[src/rtl/fetch_stage.sv]
// Instruction-fetch stage: drives the instruction-memory req/ack handshake from the PC
// and fills the IF/ID register, with decode stall, redirect flush and a one-entry hold buffer.
module fetch_stage #(
  parameter int unsigned       ADDR_W   = 32,
  parameter int unsigned       DATA_W   = 32,
  parameter logic [DATA_W-1:0] NOP_WORD = 32'h0000_0000
) (
  input  logic              clk,
  input  logic              rst,
  input  logic [ADDR_W-1:0] pc,
  output logic              pc_advance,
  output logic              imem_req,
  output logic [ADDR_W-1:0] imem_addr,
  input  logic              imem_ack,
  input  logic [DATA_W-1:0] imem_rdata,
  input  logic              stall,
  input  logic              flush,
  output logic              ifid_valid,
  output logic [DATA_W-1:0] ifid_instr,
  output logic [ADDR_W-1:0] ifid_pc,
  output logic [ADDR_W-1:0] ifid_pcplus4
);

  localparam logic [ADDR_W-1:0] INSTR_BYTES = ADDR_W'(32'd4);

  // ST_LAUNCH is the one request-low cycle that lets the PC register settle
  // before its value is captured into imem_addr.
  typedef enum logic [1:0] {
    ST_IDLE   = 2'd0,
    ST_LAUNCH = 2'd1,
    ST_REQ    = 2'd2,
    ST_HOLD   = 2'd3
  } state_t;

  state_t            state_q, state_d;
  logic              req_q, req_d;
  logic [ADDR_W-1:0] addr_q, addr_d;
  logic              drop_q, drop_d;
  logic              valid_q, valid_d;
  logic [DATA_W-1:0] instr_q, instr_d;
  logic [ADDR_W-1:0] ifpc_q, ifpc_d;
  logic [ADDR_W-1:0] ifpc4_q, ifpc4_d;
  logic [DATA_W-1:0] hold_instr_q, hold_instr_d;
  logic [ADDR_W-1:0] hold_pc_q, hold_pc_d;

  logic              ifid_free_s;
  logic              load_ack_s;
  logic              load_hold_s;
  logic              adv_s;
  logic [ADDR_W-1:0] pc_aligned_s;
  logic              unused_pc_low_s;

  assign pc_aligned_s    = {pc[ADDR_W-1:2], 2'b00};
  assign unused_pc_low_s = ^pc[1:0];

  // Next-state, handshake and IF/ID update logic
  always_comb begin
    state_d      = state_q;
    req_d        = req_q;
    addr_d       = addr_q;
    drop_d       = drop_q;
    valid_d      = valid_q;
    instr_d      = instr_q;
    ifpc_d       = ifpc_q;
    ifpc4_d      = ifpc4_q;
    hold_instr_d = hold_instr_q;
    hold_pc_d    = hold_pc_q;
    load_ack_s   = 1'b0;
    load_hold_s  = 1'b0;
    adv_s        = 1'b0;
    ifid_free_s  = !valid_q || !stall;

    case (state_q)
      ST_IDLE, ST_LAUNCH: begin
        // A redirect landing now would make pc stale; wait one more cycle.
        if (flush) begin
          state_d = ST_LAUNCH;
          req_d   = 1'b0;
        end else begin
          state_d = ST_REQ;
          req_d   = 1'b1;
          addr_d  = pc_aligned_s;
        end
      end
      ST_REQ: begin
        if (imem_ack) begin
          req_d   = 1'b0;
          drop_d  = 1'b0;
          state_d = ST_LAUNCH;
          if (flush || drop_q) begin
            load_ack_s = 1'b0;
          end else if (ifid_free_s) begin
            load_ack_s = 1'b1;
            adv_s      = 1'b1;
          end else begin
            hold_instr_d = imem_rdata;
            hold_pc_d    = addr_q;
            state_d      = ST_HOLD;
          end
        end else if (flush) begin
          drop_d = 1'b1;
        end else begin
          drop_d = drop_q;
        end
      end
      ST_HOLD: begin
        if (flush) begin
          hold_instr_d = NOP_WORD;
          hold_pc_d    = '0;
          state_d      = ST_LAUNCH;
        end else if (!stall) begin
          load_hold_s = 1'b1;
          adv_s       = 1'b1;
          state_d     = ST_LAUNCH;
        end else begin
          state_d = ST_HOLD;
        end
      end
      default: begin
        state_d = ST_IDLE;
        req_d   = 1'b0;
        drop_d  = 1'b0;
      end
    endcase

    // IF/ID register: flush beats any load, a load beats consumption
    if (flush) begin
      valid_d = 1'b0;
      instr_d = NOP_WORD;
    end else if (load_ack_s) begin
      valid_d = 1'b1;
      instr_d = imem_rdata;
      ifpc_d  = addr_q;
      ifpc4_d = addr_q + INSTR_BYTES;
    end else if (load_hold_s) begin
      valid_d = 1'b1;
      instr_d = hold_instr_q;
      ifpc_d  = hold_pc_q;
      ifpc4_d = hold_pc_q + INSTR_BYTES;
    end else if (!stall) begin
      valid_d = 1'b0;
      instr_d = NOP_WORD;
    end else begin
      valid_d = valid_q;
    end
  end

  // State and pipeline registers
  always_ff @(posedge clk or posedge rst) begin
    if (rst) begin
      state_q      <= ST_IDLE;
      req_q        <= 1'b0;
      addr_q       <= '0;
      drop_q       <= 1'b0;
      valid_q      <= 1'b0;
      instr_q      <= NOP_WORD;
      ifpc_q       <= '0;
      ifpc4_q      <= '0;
      hold_instr_q <= NOP_WORD;
      hold_pc_q    <= '0;
    end else begin
      state_q      <= state_d;
      req_q        <= req_d;
      addr_q       <= addr_d;
      drop_q       <= drop_d;
      valid_q      <= valid_d;
      instr_q      <= instr_d;
      ifpc_q       <= ifpc_d;
      ifpc4_q      <= ifpc4_d;
      hold_instr_q <= hold_instr_d;
      hold_pc_q    <= hold_pc_d;
    end
  end

  // pc_advance must be combinational so the PC loads on the very edge that accepts the fetch.
  assign pc_advance   = adv_s;
  assign imem_req     = req_q;
  assign imem_addr    = addr_q;
  assign ifid_valid   = valid_q;
  assign ifid_instr   = instr_q;
  assign ifid_pc      = ifpc_q;
  assign ifid_pcplus4 = ifpc4_q;

endmodule

[config.mk]
export PLATFORM = sky130hd
export DESIGN_NAME = fetch_stage
export DESIGN_NICKNAME = d
export VERILOG_FILES = /design/src/rtl/fetch_stage.sv
export SDC_FILE = /design/constraint.sdc
export NUM_CORES = 1
export LEC_CHECK = 0
export BUFFER_PORTS_ARGS = -buffer_cell sky130_fd_sc_hd__buf_4
export CORE_MARGIN = 3
export CORE_UTILIZATION = 42
export CTS_CLUSTER_DIAMETER = 120
export DETAILED_ROUTE_END_ITERATION = 8
export GPL_ROUTABILITY_DRIVEN = 0
export PLACE_DENSITY = 0.61
export REMOVE_ABC_BUFFERS = 1
export SLEW_MARGIN = 20
export SYNTH_ARGS = -nofsm -noshare
export SYNTH_HDL_FRONTEND = slang
export SYNTH_SLANG_ARGS = --single-unit
[constraint.sdc]
create_clock -name clk -period 16.8 [get_ports clk]
set_input_delay 0.84 -clock clk [delete_from_list [all_inputs] [get_ports clk]]
set_output_delay 0.84 -clock clk [all_outputs]
set_load 0.1 [all_outputs]
* Yosys cells after proc, flatten, opt, wreduce, memory -nomap -nowiden
Index checks and enable logic that the tools add are counted.
** Word-level totals
- Word-level logic and storage cells :: 77
- Bits in registers :: 195
- Input port bits :: 69
** Operators by class
- $add $sub $neg :: 2
- Muxes and demuxes :: 41
- Bitwise gates (word level) :: 1
- Equality and inequality tests :: 8
- Reduce and logical (&&, ||, !) cells :: 15
** Operator list (number)
- two-way mux 32 bit :: 15
- case mux 32 bit (2 select lines) :: 2
- adder 32 x 3 -> 32 bit, second input constant :: 2
- two-way mux 1 bit :: 15
- two-way mux 2 bit :: 6
- inequality test 2 bit, second input constant :: 4
- AND reduction 2 bit :: 4
- nonzero test 2 bit :: 4
- case mux 2 bit (3 select lines) :: 1
- AND reduction 5 bit :: 1
- equality test 2 bit, second input constant :: 2
- inequality test 4 x 1 -> 1 bit, second input constant :: 1
- case mux 1 bit (2 select lines) :: 2
- equality test 2 x 1 -> 1 bit, second input constant :: 1
- logical NOT 1 bit :: 2
- logical NOT 2 bit :: 1
- logical OR 1 bit :: 2
- OR reduction 2 bit :: 1
- NOT 1 bit :: 1

* Logic depth before layout (Yosys ltp)
Gate-level depths: netlist (run 1).
- Depth after elaboration :: 8
- Depth in mapped cells :: 15
- Depth with buffers taken out :: 11

* Worst setup path before layout (run 1)
No wires, ideal clock.
- Kind :: input -> output
- From :: input flush
- To :: output pc_advance
- Slack :: 12.881 ns
- Arrival time :: 3.079 ns
- Path buffers :: 4
- Stages :: 8
- Required time :: 15.960 ns
- Cell sequence :: buf_6 nor4b_2 nand2_1 o31a_1 clkbuf_1 inv_1 buf_2 buf_1
** On the way
- Word-level cells in the longest chain between the ends :: 4
- Elaborated cells on any way between the ends :: 5
- Classes of those cells :: 4 x mux; 1 x reduce/logical
** RTL lines
- start: declaration :: line 17 : input logic flush,
- logical OR 1 bit :: line 90 : if (flush || drop_q) begin
- two-way mux 1 bit :: line 90
- two-way mux 1 bit :: line 86 : if (imem_ack) begin
- case mux 1 bit (2 select lines) * :: line 73 : case (state_q)
- end: declaration :: line 11 : output logic pc_advance,
Mark *: on every way between the ends. The rest lies on a longest branch, timed or not.

* Worst setup path in the final report (run 1)
- From :: register state_q[1]
- To :: output pc_advance
** On the way
- Word-level cells in the longest chain between the ends :: 2
- Elaborated cells on any way between the ends :: 3
- Classes of those cells :: 2 x eq/ne; 1 x mux
** RTL lines
- start: declaration :: line 35 : state_t state_q, state_d;
- start signal: assignment :: line 162 : state_q <= state_d;
- equality test 2 bit :: line 73
- case mux 1 bit (2 select lines) * :: line 73
Marks and branches as above.

==> impl_results.md, run 1 <==
* First-pass GRT wire length at 35,300 um
* Final Skew at roughly 0.013 ns
* Outcome: finished clean
* DRC at 0
* Fraction of layout cells with a size suffix above 1 at 25.9%
* TritonRoute pass-1 iters at 5
* Buffer depth of the longest clock path at 2
* Clock root buffer: clkbuf_16
* CTS Hold Bufs at 0
* Mapped Cells at around 900
* Die Area at between 20,000 and 25,000 um2
* Unrepaired setup endpoints after global routing: false
* Worst-margin pin slew at 1.03 ns
* CP Buf/Inv Count at 3
* Largest net degree at the start of global routing at 125
* Hold crit path type: flop to flop
* CTS buffer count at 17
* Via count at ~6.9k
* WP data required at ~16 ns
* Peak supply drop at around 0.12 mV
* Top Metal Used: met4
* Critical path cell sequence: nor4b_2 > nand2_2 > buf_4 > o31a_2 > inv_2 > buf_4
* Achievable Freq at 0.249 GHz
* Int Power at about 1.0 mW
* Tot GR Track Use at about 20%
* Worst setup EP type: primary output
* Met2 wire length at 10,700 um
* Fin. Hold Viols at 0
* Ys async rst share at 100%
* Routed WL at approximately 22,000 um
* Final net count at roughly 1.1k
* Setup Viol. Count Final at 0
* CTS-repair resized insts at 0
* Core area at 20,400 um2
* Slew HR at a little under a third
* Die height at roughly 150 um
* Initial antenna violation count at 0
* CTS tree: built
* Critical path's slowest cell: dfrtp_1
* Clock group share of total power at ~18%
* Min Tclk post-route at between 4 and 5 ns
* Yosys Warn Count at 0
* Sequential fraction of the synthesis area at 53.9%
* Cell count along the critical path at 6
* Row cnt at 52
* Detail Route Antenna Nets at 0
* Sw frac at between 50 and 60%
* Syn Std Cell Area at between 8000 and 9000 um2
* I/O pins at 200
* Clk Latency, worst-skew pair at about 0.43 ns
* Max Cap Viol at 0
* Storage cell area at approximately 4700 um2
* Vias in the first global route at between 6k and 7k
* Area Growth Syn to Fin at 24.7%
* Critical Path Fanout Max at 34
* Crit-path max cell delay at around 0.6 ns
* Final worst slack at ~13 ns
* Post-DP Area at 10,400 um2
* Port bufs at approximately 190
* Leakage at approximately 5.2 nW
* Syn avg cell area at roughly 9.8 um2
* Postcts setup bufs at 0
* CTS clock-pin slew for the worst setup and hold paths at roughly 0.070 ns
* Ys flop type: dfrtp_1
* Sw Pwr at about 1.2 mW
* M1 WL at about 10,000 um
* Avg Vias per Cell at ~5
* Sequential share of power at between 30% and 40%
* Unique masters post-synth at 51
* EDFF count, synth at 0
* Clock sink total at ~190
* Met3 Wirelength at between 1000 and 1500 um
* Crit Path Category: flop to primary output
* Logic pwr share at between 50% and 60%
* Setup slack at placement at ~12 ns
* Area of the multi-input gates at roughly 3800 um2
* Flops & latches, synth at around 190
* Critical Path Source Type: flop
* PD cells at a little over 200 nW/um2
* Drt first-iter violations at ~390
* Setup tns final at 0 ns
* Diode count at 0
* Pins Over Slew Limit at 0
* Die Span X at around 150 um
* Post-DP HPWL at between 10,000 and 15,000 um
* Htree depth at 4
* Worst Reg-to-Reg Cells at 11
* Wirelength per Cell at around 17 um
* Number of cells on the worst hold path at 2
* Design area at 10,900 um2
* Hold Slack at 0.480 ns
* Worst path most repeated cell: buf_4
* Starting Density at 43.1%
* Top Family by Delay on Critical Path: buffers and inverters
* Crit share post-route at between 20% and 30%
* Fillers at about 1.9k
* WP data arrival at around 3.2 ns
* Congestion Overflow GR at 0
layout by cell type (no fill, tap or decap), types with 4 or more instances in the layout:
| master | n |
|---|---|
| conb_1 | 6 |
| nand2_1 | 197 |
| o21ai_0 | 111 |
| clkbuf_16 | 17 |
| nand3_1 | 17 |
| buf_4 | 198 |
| nor4_1 | 4 |
| nor3_1 | 6 |
| or3_1 | 4 |
| a21oi_1 | 42 |
| mux2i_1 | 67 |
| xnor2_1 | 13 |
| xor2_1 | 6 |
| inv_6 | 4 |
| dfrtp_1 | 189 |
| o21a_1 | 7 |
| nor2_1 | 57 |
| mux2_2 | 32 |
| nand4_1 | 20 |
| and3_1 | 12 |
power groups by stage:
stage,sequential [mW],clock (mW),combinational [mW]
finish,0.713,0.399,1.12
global route,0.734,0.424,1.18
CTS,0.714,0.408,1.13
detailed placement,0.722,0,1.13
global placement,0.719,0,1.12
floorplan,1.37,0,0.218
path summary, 6_finish.rpt:
| check | endpoint | from | slack, ns |
|---|---|---|---|
| worst max-delay path | pc_advance | state_q[1] | 12.79 |
| worst min register to register | hold_instr_q[17] | hold_instr_q[17] | 0.48 |
| worst min-delay path | hold_instr_q[17] | hold_instr_q[17] | 0.48 |
| min in group asynchronous | ifid_instr[4] | rst | 0.58 |
| worst max register to register | ifid_pcplus4[26] | state_q[1] | 12.90 |
| max in group asynchronous | hold_instr_q[23] | rst | 14.82 |
logic make-up (layout without fill, tap and decap cells):
group           count (synthesis)  count (layout)  share of synthesized area, %
compound gates                182             182                          11.2
simple gates                  340             340                          17.5
flops                         189             189                          53.9
other cells                     1               6                        0.0427
mux                            99              99                          11.7
fa+ha+maj                       1               1                         0.143
buf+inv                        65             235                          3.54
xor+xnor                       19              19                          1.90
flip-flops by register name, indices dropped and copies added (netlist names):
signal	flops
hold_instr_q	32
imem_req	1
ifid_valid	1
ifid_pcplus4	30
drop_q	1
imem_addr	30
hold_pc_q	30
ifid_instr	32
state_q	2
ifid_pc	30
cells in the mapped netlist (all sizes together), types with 2 or more instances:
library cell  number  area share, %
nor4b              2           0.34
nand3             17           0.97
o31ai              3           0.26
inv                5           0.21
nor2              59            2.7
a21o               2           0.17
mux2i             67            7.6
nand2            200            8.6
nor3               6           0.34
a31oi              2           0.14
or3                4           0.29
nor4               6           0.67
mux2              32            4.1
nor2b              3           0.21
or4                2           0.17
a211oi             2           0.17
nand4             21            1.6
o21a               7           0.60
dfrtp            189             54
xnor2             13            1.3
buf               24            1.8
xor2               6           0.60
and3              12           0.86
nor3b              2           0.17
a21oi             42            2.4
clkbuf            36            1.5
o31a               3           0.30
a21boi             2           0.17
o22ai              2           0.14
o21ai            112            6.4
stage by stage:
step | utilization [%] | instances | power [mW]
2_1_floorplan | - | 841 | 1.59
3_3_place_gp | 50.9 | 1309 | 1.84
3_5_place_dp | 50.9 | 1309 | 1.85
4_1_cts | 53.7 | 1341 | 2.25
5_1_grt | 53.7 | 1341 | 2.34
6_report | 53.7 | 1341 | 2.24
tightest hold or removal path, stage by stage, from the launching register on:
cell and delay (ns):
dfrtp_1 0.34, nand2_1 0.04, o21ai_0 0.06
layer usage:
metal | track usage [%] | vias up
met5 | 0 | -
met3 | 2.95 | 22
li1 | - | 3403
met1 | 27.9 | 3325
met4 | 5.81 | 0
met2 | 31.4 | 156
area by class of cell:
cell class,instances,area share (%)
clock buffers,20,4.08
clock inverters,12,1.17
inverters,5,0.240
multi-input cells,647,34.6
flip-flops and latches,189,43.2
well taps,270,3.09
repair buffers,198,13.6
No activity file was read; power rests on OpenSTA's default activity.
==> inputs of run 2 (changes only) <==
Clock period 16.8 ns to 3.71 ns, I/O delays scaled along.
==> impl_results.md, run 2 (synthesized netlist as in run 1, its figures left out) <==
* Critical Path Fanout Max at 40
* Htree depth at 4
* Crit share post-route at approximately 86%
* Logic pwr share at ~51%
* Vias in the first global route at between 6k and 7k
* Clk Latency, worst-skew pair at 0.43 ns
* Core area at between 20,000 and 25,000 um2
* Port bufs at approximately 190
* Pins Over Slew Limit at 0
* Postcts setup bufs at 0
* Slew HR at 28.5%
* Congestion Overflow GR at 0
* Hold crit path type: input pin to asynchronous set/reset pin
* CTS tree: built
* Die Span X at ~150 um
* Most frequent cells in the layout: buf_4 (201), nand2_1 (197), dfrtp_1 (189)
* Area Growth Syn to Fin at 30.0%
* Max Cap Viol at 0
* Worst Setup SP: state_q[1]
* Drt first-iter violations at between 300 and 400
* I/O pins at 200
* PD cells at 892 nW/um2
* Post-DP Area at roughly 10,000 um2
* Unrepaired setup endpoints after global routing: false
* Achievable Freq at roughly 0.31 GHz
* Post-DP HPWL at between 15,000 and 20,000 um
* Setup tns final at 0 ns
* Setup Viol. Count Final at 0
* Met3 Wirelength at 937 um
* CTS clock-pin slew for the worst setup and hold paths at approximately 0.070 ns
* Clock root buffer: clkbuf_16
* Crit Path Category: flop to primary output
* M1 WL at 10,500 um
* Critical Path Source Type: flop
* Buffer depth of the longest clock path at 2
* Fin. Hold Viols at 68
* Largest net degree at the start of global routing at approximately 130
* Top Metal Used: met4
* CP Buf/Inv Count at 2
* Row cnt at 52
* Critical path's slowest cell: dfrtp_1
* Via count at between 7k and 8k
* Clock sink total at 189
* Wirelength per Cell at about 17 um
* Commonest non-fill, non-tap cell in the layout: buf_4
* Die Area at approximately 23,000 um2
* Routed WL at between 20,000 and 25,000 um
* Met2 wire length at 11,300 um
* Sw frac at a little over half
* Top Family by Delay on Critical Path: buffers and inverters
* First-pass GRT wire length at roughly 38,000 um
* CTS buffer count at 17
* WP data arrival at between 3 and 4 ns
* Die height at between 150 and 200 um
* Sequential share of power at 31.8%
* RR Startpoint: state_q[1]
* Starting Density at between 40% and 50%
* DRC at 0
* Peak supply drop at roughly 0.46 mV
* CTS-repair resized insts at 0
* Critical path cell sequence: nor4b_2 > nand2_2 > o31a_2 > inv_2 > buf_4
* Leakage at about 5.4 nW
* WP data required at 3.52 ns
* Avg Vias per Cell at approximately 5.1
* TritonRoute pass-1 iters at 5
* Initial antenna violation count at 0
* Final net count at roughly 1.2k
* Tot GR Track Use at a little over a fifth
* Int Power at about 4.8 mW
* Sw Pwr at between 5 and 6 mW
* Worst setup EP type: primary output
* Clock group share of total power at approximately 18%
* Hold Slack at -0.0820 ns
* Worst-margin pin slew at 1.07 ns
* Detail Route Antenna Nets at 0
* Diode count at 0
* Crit-path max cell delay at slightly below 0.6 ns
* Min Tclk post-route at about 3.2 ns
* Fraction of layout cells with a size suffix above 1 at 25.4%
* Outcome: finished, violations left
* Failing checks: negative hold slack
* Design area at around 11,000 um2
* Final Skew at about 0.013 ns
## run 2: changes by cell type in the layout (fill, tap and decap cells not counted), sizes merged
cell	before	now
dlygate4sd3	0	40
clkbuf	20	18
buf	198	203
inv	11	9
clkinvlp	3	5
clkinv	2	4
## run 2: metrics by stage
stage	utilization [%]	worst slack, ns	cells	hold WS (ns)	power, mW
floorplan	-	-2.55	841	0.271	7.20
global placement	51.2	0.664	1314	0.401	8.36
detailed placement	51.2	0.655	1314	0.404	8.42
CTS	56.0	0.534	1386	0.000170	10.3
global route	56.0	0.307	1386	0.00831	10.7
finish	56.0	0.510	1386	-0.0820	10.2
## run 2: what timing repair did
item | in CTS | in global routing
endpoints found under the hold margin | 40 | 0
hold buffers | 40 | 0
setup endpoints to repair | 0 | 0
## run 2: metal layers
layer	GRT usage [%]	vias to the layer above
met2	34.2	150
li1	-	3504
met1	28.6	3408
met5	0	-
met4	5.95	0
met3	3.73	24
## run 2: path summary, 6_finish.rpt
kind	end	slack [ns]	cells after the start
hold reg to reg	ifid_pcplus4[3]	0.48	2
min in group clk	hold_instr_q[26]	0.01	3
setup reg to reg	ifid_pcplus4[16]	0.55	8
hold / removal	ifid_instr[19]	-0.08	2
setup / recovery	pc_advance	0.51	5
max in group asynchronous	hold_instr_q[22]	2.83	3
## run 2: power by group through the flow
stage / sequential (mW) / combinational, mW / clock [mW]
2_1_floorplan: 6.21 / 0.986 / 0
3_3_place_gp: 3.26 / 5.10 / 0
3_5_place_dp: 3.28 / 5.14 / 0
4_1_cts: 3.24 / 5.18 / 1.83
5_1_grt: 3.34 / 5.40 / 1.93
6_report: 3.24 / 5.15 / 1.80
## run 2: cell type report
| cell class | instances | area [um2] |
|---|---|---|
| multi-input combinational | 647 | 3790 |
| fill | 1850 | 8950 |
| inverter | 5 | 26.3 |
| tap | 270 | 338 |
| clock inverter | 14 | 138 |
| sequential | 189 | 4730 |
| clock buffer | 18 | 439 |
| timing repair buffer | 243 | 1950 |
